==> config.mk <==
export PLATFORM = sky130hd
export DESIGN_NAME = controlador_semaforos
export DESIGN_NICKNAME = d
export VERILOG_FILES = /design/src/rtl/controlador_semaforos.sv
export SDC_FILE = /design/constraint.sdc
export NUM_CORES = 1
export LEC_CHECK = 0
export CAP_MARGIN = 40
export CELL_PAD_IN_SITES_DETAIL_PLACEMENT = 1
export CELL_PAD_IN_SITES_GLOBAL_PLACEMENT = 1
export CORE_UTILIZATION = 42
export CTS_CLUSTER_DIAMETER = 40
export DETAILED_ROUTE_END_ITERATION = 16
export PLACE_DENSITY = 0.88
export SETUP_SLACK_MARGIN = 0.2
export SYNTH_ARGS = -nofsm -noshare
export SYNTH_HDL_FRONTEND = slang
export SYNTH_SLANG_ARGS = --single-unit
==> constraint.sdc <==
create_clock -name clk -period 2 [get_ports clk]
set_input_delay 0.3 -clock clk [delete_from_list [all_inputs] [get_ports clk]]
set_output_delay 0.3 -clock clk [all_outputs]
set_load 0.01 [all_outputs]
==> src/rtl/controlador_semaforos.sv <==
// ---------------------------------------------------------------------------
// controlador_semaforos
// Two-road traffic light sequencer. It drives the vehicular lights semaforo_A
// and semaforo_B, and their codes are also decoded downstream by the
// pedestrian controller.
// Sequence: A green -> A yellow -> (all red) -> B green -> B yellow ->
// (all red) -> A green.
// Road A is the main road. It keeps green until sensor_B reports a vehicle
// on road B, and only after the minimum A green time has elapsed.
//
// Optional feature:
//   Define CONTROLADOR_TODO_ROJO_EN to add the all-red clearance states
//   ROJO_AB and ROJO_BA, each lasting T_TODO_ROJO enabled cycles.
//   Without it, yellow hands over directly to the other road's green.
//
// Light encoding: 2'b10 green, 2'b01 yellow, 2'b00 red.
// ---------------------------------------------------------------------------
module controlador_semaforos #(
    parameter int T_VERDE_A   = 4,
    parameter int T_VERDE_B   = 3,
    parameter int T_AMARILLO  = 2,
    parameter int T_TODO_ROJO = 1,
    parameter int CNT_W       = 8
) (
    input  logic       clk,
    input  logic       reset,
    input  logic       enb,
    input  logic       sensor_B,
    output logic [1:0] semaforo_A,
    output logic [1:0] semaforo_B
);

    // Light codes shared by both roads
    localparam logic [1:0] LUZ_VERDE    = 2'b10;
    localparam logic [1:0] LUZ_AMARILLO = 2'b01;
    localparam logic [1:0] LUZ_ROJO     = 2'b00;

    // Index of each road in the per-road vectors
    localparam int ROAD_A = 0;
    localparam int ROAD_B = 1;

    // Last counter value of each phase (phase of T cycles ends at cnt = T-1)
    localparam logic [CNT_W-1:0] FIN_VERDE_A  = CNT_W'(T_VERDE_A - 1);
    localparam logic [CNT_W-1:0] FIN_VERDE_B  = CNT_W'(T_VERDE_B - 1);
    localparam logic [CNT_W-1:0] FIN_AMARILLO = CNT_W'(T_AMARILLO - 1);
`ifdef CONTROLADOR_TODO_ROJO_EN
    localparam logic [CNT_W-1:0] FIN_TODO_ROJO = CNT_W'(T_TODO_ROJO - 1);
`endif

    // Reject durations that cannot be represented by the phase counter.
    // T_TODO_ROJO is checked even when the all-red phases are not built, so
    // the same parameter set stays valid in both builds.
    localparam int DUR_MAX = (1 << CNT_W) - 1;
    if (T_VERDE_A < 1 || T_VERDE_A > DUR_MAX ||
        T_VERDE_B < 1 || T_VERDE_B > DUR_MAX ||
        T_AMARILLO < 1 || T_AMARILLO > DUR_MAX ||
        T_TODO_ROJO < 1 || T_TODO_ROJO > DUR_MAX) begin : g_duracion_invalida
        $error("controlador_semaforos: phase duration outside 1..2^CNT_W-1");
    end

`ifdef CONTROLADOR_TODO_ROJO_EN
    typedef enum logic [2:0] {
        A_VERDE    = 3'd0,
        A_AMARILLO = 3'd1,
        ROJO_AB    = 3'd2,
        B_VERDE    = 3'd3,
        B_AMARILLO = 3'd4,
        ROJO_BA    = 3'd5
    } estado_t;
`else
    typedef enum logic [2:0] {
        A_VERDE    = 3'd0,
        A_AMARILLO = 3'd1,
        B_VERDE    = 3'd3,
        B_AMARILLO = 3'd4
    } estado_t;
`endif

    estado_t          estado_reg;
    estado_t          estado_next;
    estado_t          estado_sig;
    logic [CNT_W-1:0] cnt_reg;
    logic [CNT_W-1:0] cnt_next;
    logic             fin_fase;

    // Per-road light flags derived from the next state, index ROAD_A/ROAD_B
    logic [1:0] verde_next;
    logic [1:0] amarillo_next;
    logic [1:0] luz_next [2];
    logic [1:0] luz_reg  [2];

    // Phase-end detection, successor state and counter update
    always_comb begin
        fin_fase    = 1'b0;
        estado_sig  = A_VERDE;
        estado_next = estado_reg;
        cnt_next    = cnt_reg;

        case (estado_reg)
            A_VERDE: begin
                fin_fase   = (cnt_reg >= FIN_VERDE_A) && sensor_B;
                estado_sig = A_AMARILLO;
            end
            A_AMARILLO: begin
                fin_fase   = (cnt_reg == FIN_AMARILLO);
`ifdef CONTROLADOR_TODO_ROJO_EN
                estado_sig = ROJO_AB;
`else
                estado_sig = B_VERDE;
`endif
            end
`ifdef CONTROLADOR_TODO_ROJO_EN
            ROJO_AB: begin
                fin_fase   = (cnt_reg == FIN_TODO_ROJO);
                estado_sig = B_VERDE;
            end
`endif
            B_VERDE: begin
                fin_fase   = (cnt_reg == FIN_VERDE_B);
                estado_sig = B_AMARILLO;
            end
            B_AMARILLO: begin
                fin_fase   = (cnt_reg == FIN_AMARILLO);
`ifdef CONTROLADOR_TODO_ROJO_EN
                estado_sig = ROJO_BA;
`else
                estado_sig = A_VERDE;
`endif
            end
`ifdef CONTROLADOR_TODO_ROJO_EN
            ROJO_BA: begin
                fin_fase   = (cnt_reg == FIN_TODO_ROJO);
                estado_sig = A_VERDE;
            end
`endif
            default: begin
                // Unreachable encodings fall back to the main-road green
                fin_fase   = 1'b1;
                estado_sig = A_VERDE;
            end
        endcase

        if (enb) begin
            if (fin_fase) begin
                estado_next = estado_sig;
                cnt_next    = '0;
            end else if (estado_reg == A_VERDE && cnt_reg >= FIN_VERDE_A) begin
                // Minimum A green reached: hold the count while waiting for B
                cnt_next = cnt_reg;
            end else begin
                cnt_next = cnt_reg + CNT_W'(1);
            end
        end
    end

    // Decode the next state into per-road green/yellow flags
    always_comb begin
        verde_next    = 2'b00;
        amarillo_next = 2'b00;
        case (estado_next)
            A_VERDE:    verde_next[ROAD_A]    = 1'b1;
            A_AMARILLO: amarillo_next[ROAD_A] = 1'b1;
            B_VERDE:    verde_next[ROAD_B]    = 1'b1;
            B_AMARILLO: amarillo_next[ROAD_B] = 1'b1;
            default: begin
                verde_next    = 2'b00;
                amarillo_next = 2'b00;
            end
        endcase
    end

    // Assemble each road's light code from its flags
    for (genvar gi = 0; gi < 2; gi++) begin : g_luz
        assign luz_next[gi] = {verde_next[gi], amarillo_next[gi]};
    end

    // State, phase counter and registered light outputs
    always_ff @(posedge clk) begin
        if (reset) begin
            estado_reg      <= A_VERDE;
            cnt_reg         <= '0;
            luz_reg[ROAD_A] <= LUZ_VERDE;
            luz_reg[ROAD_B] <= LUZ_ROJO;
        end else begin
            estado_reg <= estado_next;
            cnt_reg    <= cnt_next;
            for (int i = 0; i < 2; i++) begin
                luz_reg[i] <= luz_next[i];
            end
        end
    end

    assign semaforo_A = luz_reg[ROAD_A];
    assign semaforo_B = luz_reg[ROAD_B];

    // Yellow code kept for readers of the encoding; the flags build it directly
    logic [1:0] luz_amarillo_ref;
    assign luz_amarillo_ref = LUZ_AMARILLO;
    logic unused_ok;
    assign unused_ok = ^luz_amarillo_ref;

endmodule

---- Word-level counts from Yosys, hierarchy flattened ----
Memories as Yosys holds them, arrays and structs flattened.
Index checks and enable logic that the tools add are counted.
W data, S select, Z words.
storage, ports and cells
  memories ................................ 1
  input bits .............................. 4
  word-level logic and storage cells ...... 37
  register bits after elaboration ......... 11
  memory bits (writable) .................. 4
  output and inout bits ................... 4
memory list
  memory   depth  width  read ports  clocked after memory_dff  write ports  line  source
  luz_reg  2      2      2           0                         2            90    logic [1:0] luz_reg [2];
operators by class
  bitwise logic cells ..................... 2
  multiplexer cells ....................... 15
  reductions and logical operators ........ 6
  $lt $le $gt $ge ......................... 1
  eq/ne operators ......................... 9
  add/subtract/negate cells ............... 1
operators with widths
  cell                   count
  $mux W8                2
  $pmux W3 S3            1
  $add A8 B1 Y8 const B  1
  $eq A8 B1 Y1 const B   1
  $eq A8 B2 Y1 const B   1
  $ge A8 B2 Y1 const B   1
  $mux W1                7
  $eq A3 B1 Y1 const B   2
  $eq A3 B2 Y1 const B   2
  $eq A3 B3 Y1 const B   2
  $logic_not A3 Y1       2
  $mux W3                2
  $mux W2                2
  $pmux W1 S3            1
  $logic_and A1 B1 Y1    2
  $ne A2 B2 Y1 const B   1
  $or A1 B1 Y1           2
  $reduce_and A2 Y1      1
  $reduce_or A2 Y1       1

---- Depth between registers and ports, before layout ----
  word-level depth ........................ 8
  gate-level depth with buffers ........... 5
  mapped depth without buffers ............ 5

---- Least setup slack after synthesis ----
Ideal clock, no wire load.
  path type ............................... register to register
  start point ............................. register cnt_reg[0]
  end point ............................... register cnt_reg[5]
  library setup time ...................... 0.079 ns
  setup slack ............................. 0.199 ns
  path buffers ............................ 0
  stages on the path, launching flop included .. 6
  required time ........................... 1.921 ns
  data arrival time ....................... 1.721 ns
  period minus slack after synthesis ...... 1.801 ns
  path through ............................ dfxtp_1 -> ha_1 -> nor3_1 -> a31oi_4 -> or4_1 -> a211oi_2
between the ends
  longest elaborated chain between the ends .. 5
  elaborated cells on any way between the ends .. 11
  classes of those cells .................. add/sub: 1; order compare: 1; eq/ne: 3; mux: 3; reduce/logical: 3
ends and longest elaborated chain
  item                                line      source
  from (decl)                         82        logic [CNT_W-1:0] cnt_reg;
  from (signal assigned)              186       cnt_reg <= cnt_next;
  $ge A8 B2 Y1                        101, 147
  $logic_and A1 B1 Y1                 101       fin_fase = (cnt_reg >= FIN_VERDE_A) && sensor_B;
  $pmux W1 S3                         99        case (estado_reg)
  $ne A2 B2 Y1 (no source line)       n/a
  $reduce_and A2 Y1 (no source line)  n/a
Several ways; a longest one is shown, not always the timed one. The select of a mux whose other input is x is not followed.
A chain may end at the register's enable or synchronous reset.

---- Final worst setup path ----
  start point ............................. register cnt_reg[0]
  end point ............................... register cnt_reg[0]
Same word-level chain as after synthesis.

==> impl_metrics.env <==
export IMPL_synth_nets=115
export IMPL_fin_skew_ns=0.00279
export IMPL_worstHoldEndpoint="cnt_reg[5]$_SDFFE_PP0P_"
export IMPL_ys_ff_latch=15
export IMPL_period_minus_slack_ns=1.79
export IMPL_synth_edff_count=0
export IMPL_antenna_found_initial=0
export IMPL_finalHoldViolations=0
export IMPL_postCtsHoldBufs=0
export IMPL_viasPerCell=6.49
export IMPL_grt_remaining_overflow=0
export IMPL_ios=8
export IMPL_slew_violations=0
export IMPL_drc=0
export IMPL_holdCritPathClass="flop to flop"
export IMPL_r2r_slack_ns=0.21
export IMPL_syn_cell_area_um2=927
export IMPL_seqCellArea_um2=308
export IMPL_start_util_pct=45.9
export IMPL_clk_latency_ns=0.29
export IMPL_dieArea_um2=2400
export IMPL_combPwrFrac_pct=13.0
export IMPL_critical_path_class="flop to flop"
export IMPL_ant_nets=0
export IMPL_htreeDepth=1
export IMPL_antenna_cells=0
export IMPL_async_flop_share_pct=0
export IMPL_syn_avg_cell_area_um2=8.43
export IMPL_synth_area_leaders="dfxtp_1 (32%), nand3_1 (4.3%), o21ai_0 (4.3%)"
export IMPL_yosysWarnings=0
export IMPL_cp_start_kind="flop"
export IMPL_chipHeight_um=49.0
export IMPL_area_delta_synth_final_pct=29.1
export IMPL_gp_congestion=0.957
export IMPL_grt_first_pass_wirelength_um=4860
export IMPL_largest_register_ffs=8
export IMPL_rr_worst_depth=6
export IMPL_chipWidth_um=49.0
export IMPL_grt_total_usage_pct=26.7
export IMPL_n_fill_cell=243
export IMPL_grt_pass1_vias=1032
export IMPL_switchingPower_mw=0.159
export IMPL_fmax_ghz=0.558
export IMPL_power_density_nw_per_um2=476
export IMPL_wirelength_um=3130
export IMPL_coreArea_um2=2020
export IMPL_critical_path_startpoint="cnt_reg[0]$_SDFFE_PP0P_"
export IMPL_dp_hpwl_um=2050
export IMPL_path_cells="ha_4 > or3_1 > o211ai_2 > buf_4 > nand2_1 > o31ai_1"
export IMPL_p_int_mw=0.411
export IMPL_hold_slack_ns=0.542
export IMPL_vias=1012
export IMPL_finalSetupViolations=0
export IMPL_cpPeakStageDelay_ns=0.39
export IMPL_worstHoldStart="cnt_reg[5]$_SDFFE_PP0P_"
export IMPL_path_max_fanout=8
export IMPL_clock_path_buffers=2
export IMPL_rsz0062_at_grt="yes"
export IMPL_root_buffer="clkbuf_4"
export IMPL_reg2reg_to="cnt_reg[0]$_SDFFE_PP0P_"
export IMPL_p_seq_share_pct=55.3
export IMPL_yosysTopAreaCell="dfxtp_1"
export IMPL_multi_input_area_um2=638
export IMPL_p_leak_nw=0.424
export IMPL_relSlewSlack_pct=71.9
export IMPL_wl_per_cell_um=20.0
export IMPL_finalCritPeriodShare_pct=89.6
export IMPL_synth_top_area_share_pct=32.4
export IMPL_min_path_cells=2
export IMPL_synth_cell_types=43
export IMPL_cts_buffers=3
export IMPL_grt_max_degree=10
export IMPL_drtIter0Drc=30
export IMPL_worst_pin_slew_ns=0.422
export IMPL_place_area_um2=1080
export IMPL_maxCapViolCount=0
export IMPL_setup_tns_ns=0
export IMPL_port_buffers=7
export IMPL_timing_rr_start="cnt_reg[0]$_SDFFE_PP0P_"
export IMPL_syn_inst=110
export IMPL_drive_above_1_share_pct=31.0
export IMPL_nets=135
export IMPL_clk_pin_slew_ns=0.10
export IMPL_status="finished, final reports clean"
export IMPL_synth_main_ff_cell="dfxtp_1"
export IMPL_clkPwrFrac_pct=31.8
export IMPL_peakVddDrop_v=0.000463
export IMPL_rows=16
export IMPL_ys_seq_area_share_pct=32.4
export IMPL_arrival_ns=1.99
export IMPL_fin_area_um2=1200
export IMPL_critPathSlowestCell="dfxtp_2"
export IMPL_cts_sinks=15
export IMPL_cts_tree="done"
export IMPL_first_pass_iters=4
export IMPL_cp_required_ns=2.20
export IMPL_netSwitchingFraction_pct=28.0
export IMPL_end_kind="flop"
## timing repair
item                                    4_1_cts  5_1_grt
pin swaps                                     4        3
gates resized for setup                       7        8
setup buffers                                 3        2
endpoints found under the setup margin       10       12
## through the flow
stage	power [mW]	setup slack, ns	std cells	util (%)
4_1_cts	0.561	0.214	154	57.1
5_1_grt	0.591	0.139	156	59.2
3_3_place_gp	0.379	0.149	147	53.3
3_5_place_dp	0.383	0.0844	147	53.3
6_report	0.570	0.208	156	59.2
2_1_floorplan	0.349	0.290	110	-
## layout make-up
cell class                 count  area share, %
timing repair buffer          21           14.6
tap                           27           2.82
sequential                    15           25.7
multi-input combinational     85           53.3
clock inverter                 1          0.418
inverter                       4           1.25
clock buffer                   3           1.88
## per-layer routing
layer | GRT usage (%) | vias to the layer above | routed length, um
li1 | - | 477 | -
met5 | 0 | - | 0
met2 | 43.1 | 39 | 1480
met1 | 34.5 | 485 | 1380
met3 | 4.98 | 11 | 167
met4 | 12.3 | 0 | 91
## kinds of logic (layout without fill, tap and decap cells)
group	Yosys count	after routing	synth area share (%)
compound gates	36	36	30.0
xor+xnor	4	4	3.78
fa+ha+maj	1	1	1.35
buf+inv	10	29	4.32
flops	15	15	32.4
simple gates	44	44	28.2
## cell usage after synthesis (2+ instances only)
| library cell | instances |
|---|---|
| a211oi_1 | 3 |
| a21oi_1 | 5 |
| buf_2 | 2 |
| clkbuf_1 | 4 |
| dfxtp_1 | 15 |
| inv_1 | 4 |
| nand2_1 | 8 |
| nand3_1 | 8 |
| nand4_1 | 5 |
| nor2_1 | 4 |
| nor3_1 | 6 |
| o211ai_1 | 2 |
| o21ai_0 | 8 |
| o31ai_1 | 2 |
| o32ai_1 | 2 |
| or3_1 | 2 |
| xor2_1 | 4 |
## power groups by stage
| stage | clock (mW) | sequential (mW) | combinational [mW] |
|---|---|---|---|
| final | 0.181 | 0.315 | 0.0738 |
| after CTS | 0.180 | 0.312 | 0.0682 |
| after detailed placement | 0 | 0.318 | 0.0648 |
| after global routing | 0.196 | 0.316 | 0.0792 |
| after global placement | 0 | 0.317 | 0.0617 |
| after floorplan | 0 | 0.315 | 0.0345 |
## how the worst max path moves through the flow
stage / end / cells past startpoint / slack, ns
after CTS: cnt_reg[7]$_SDFFE_PP0P_ / 4 / 0.21
after global routing: cnt_reg[3]$_SDFFE_PP0P_ / 6 / 0.14
after floorplan: cnt_reg[5]$_SDFFE_PP0P_ / 5 / 0.29
after detailed placement: estado_reg[1]$_SDFF_PP0_ / 4 / 0.08
final: cnt_reg[0]$_SDFFE_PP0P_ / 6 / 0.21
after global placement: cnt_reg[5]$_SDFFE_PP0P_ / 5 / 0.15
## critical path, delay by kind of cell (launching register included)
| family | cells | cell delay (ns) |
|---|---|---|
| buf+inv | 1 | 0.16 |
| simple gates | 2 | 0.43 |
| fa+ha+maj | 1 | 0.20 |
| compound gates | 2 | 0.51 |
| flops | 1 | 0.39 |
## placed cells by master, fill, tap and decap left out, drive strengths merged
master	count
a21oi	5
dfxtp	15
xor2	4
nor4	1
ha	1
or2	1
inv	4
a2bb2oi	1
nor2	4
o221ai	1
clkbuf	3
a41oi	1
nand2	8
a311oi	1
o2111ai	1
and4	1
nand4	5
and3b	1
a31oi	1
a22oi	1
nand3	8
a22o	1
buf	14
or4	2
nor3b	1
o41a	1
a311o	1
a221o	1
nor3	7
o31ai	2
clkdlybuf4s50	7
nor2b	1
and2	1
clkinv	1
o211ai	3
a211oi	4
o32ai	2
or3	3
o21ai	9
No activity file was read; power rests on OpenSTA's default activity.
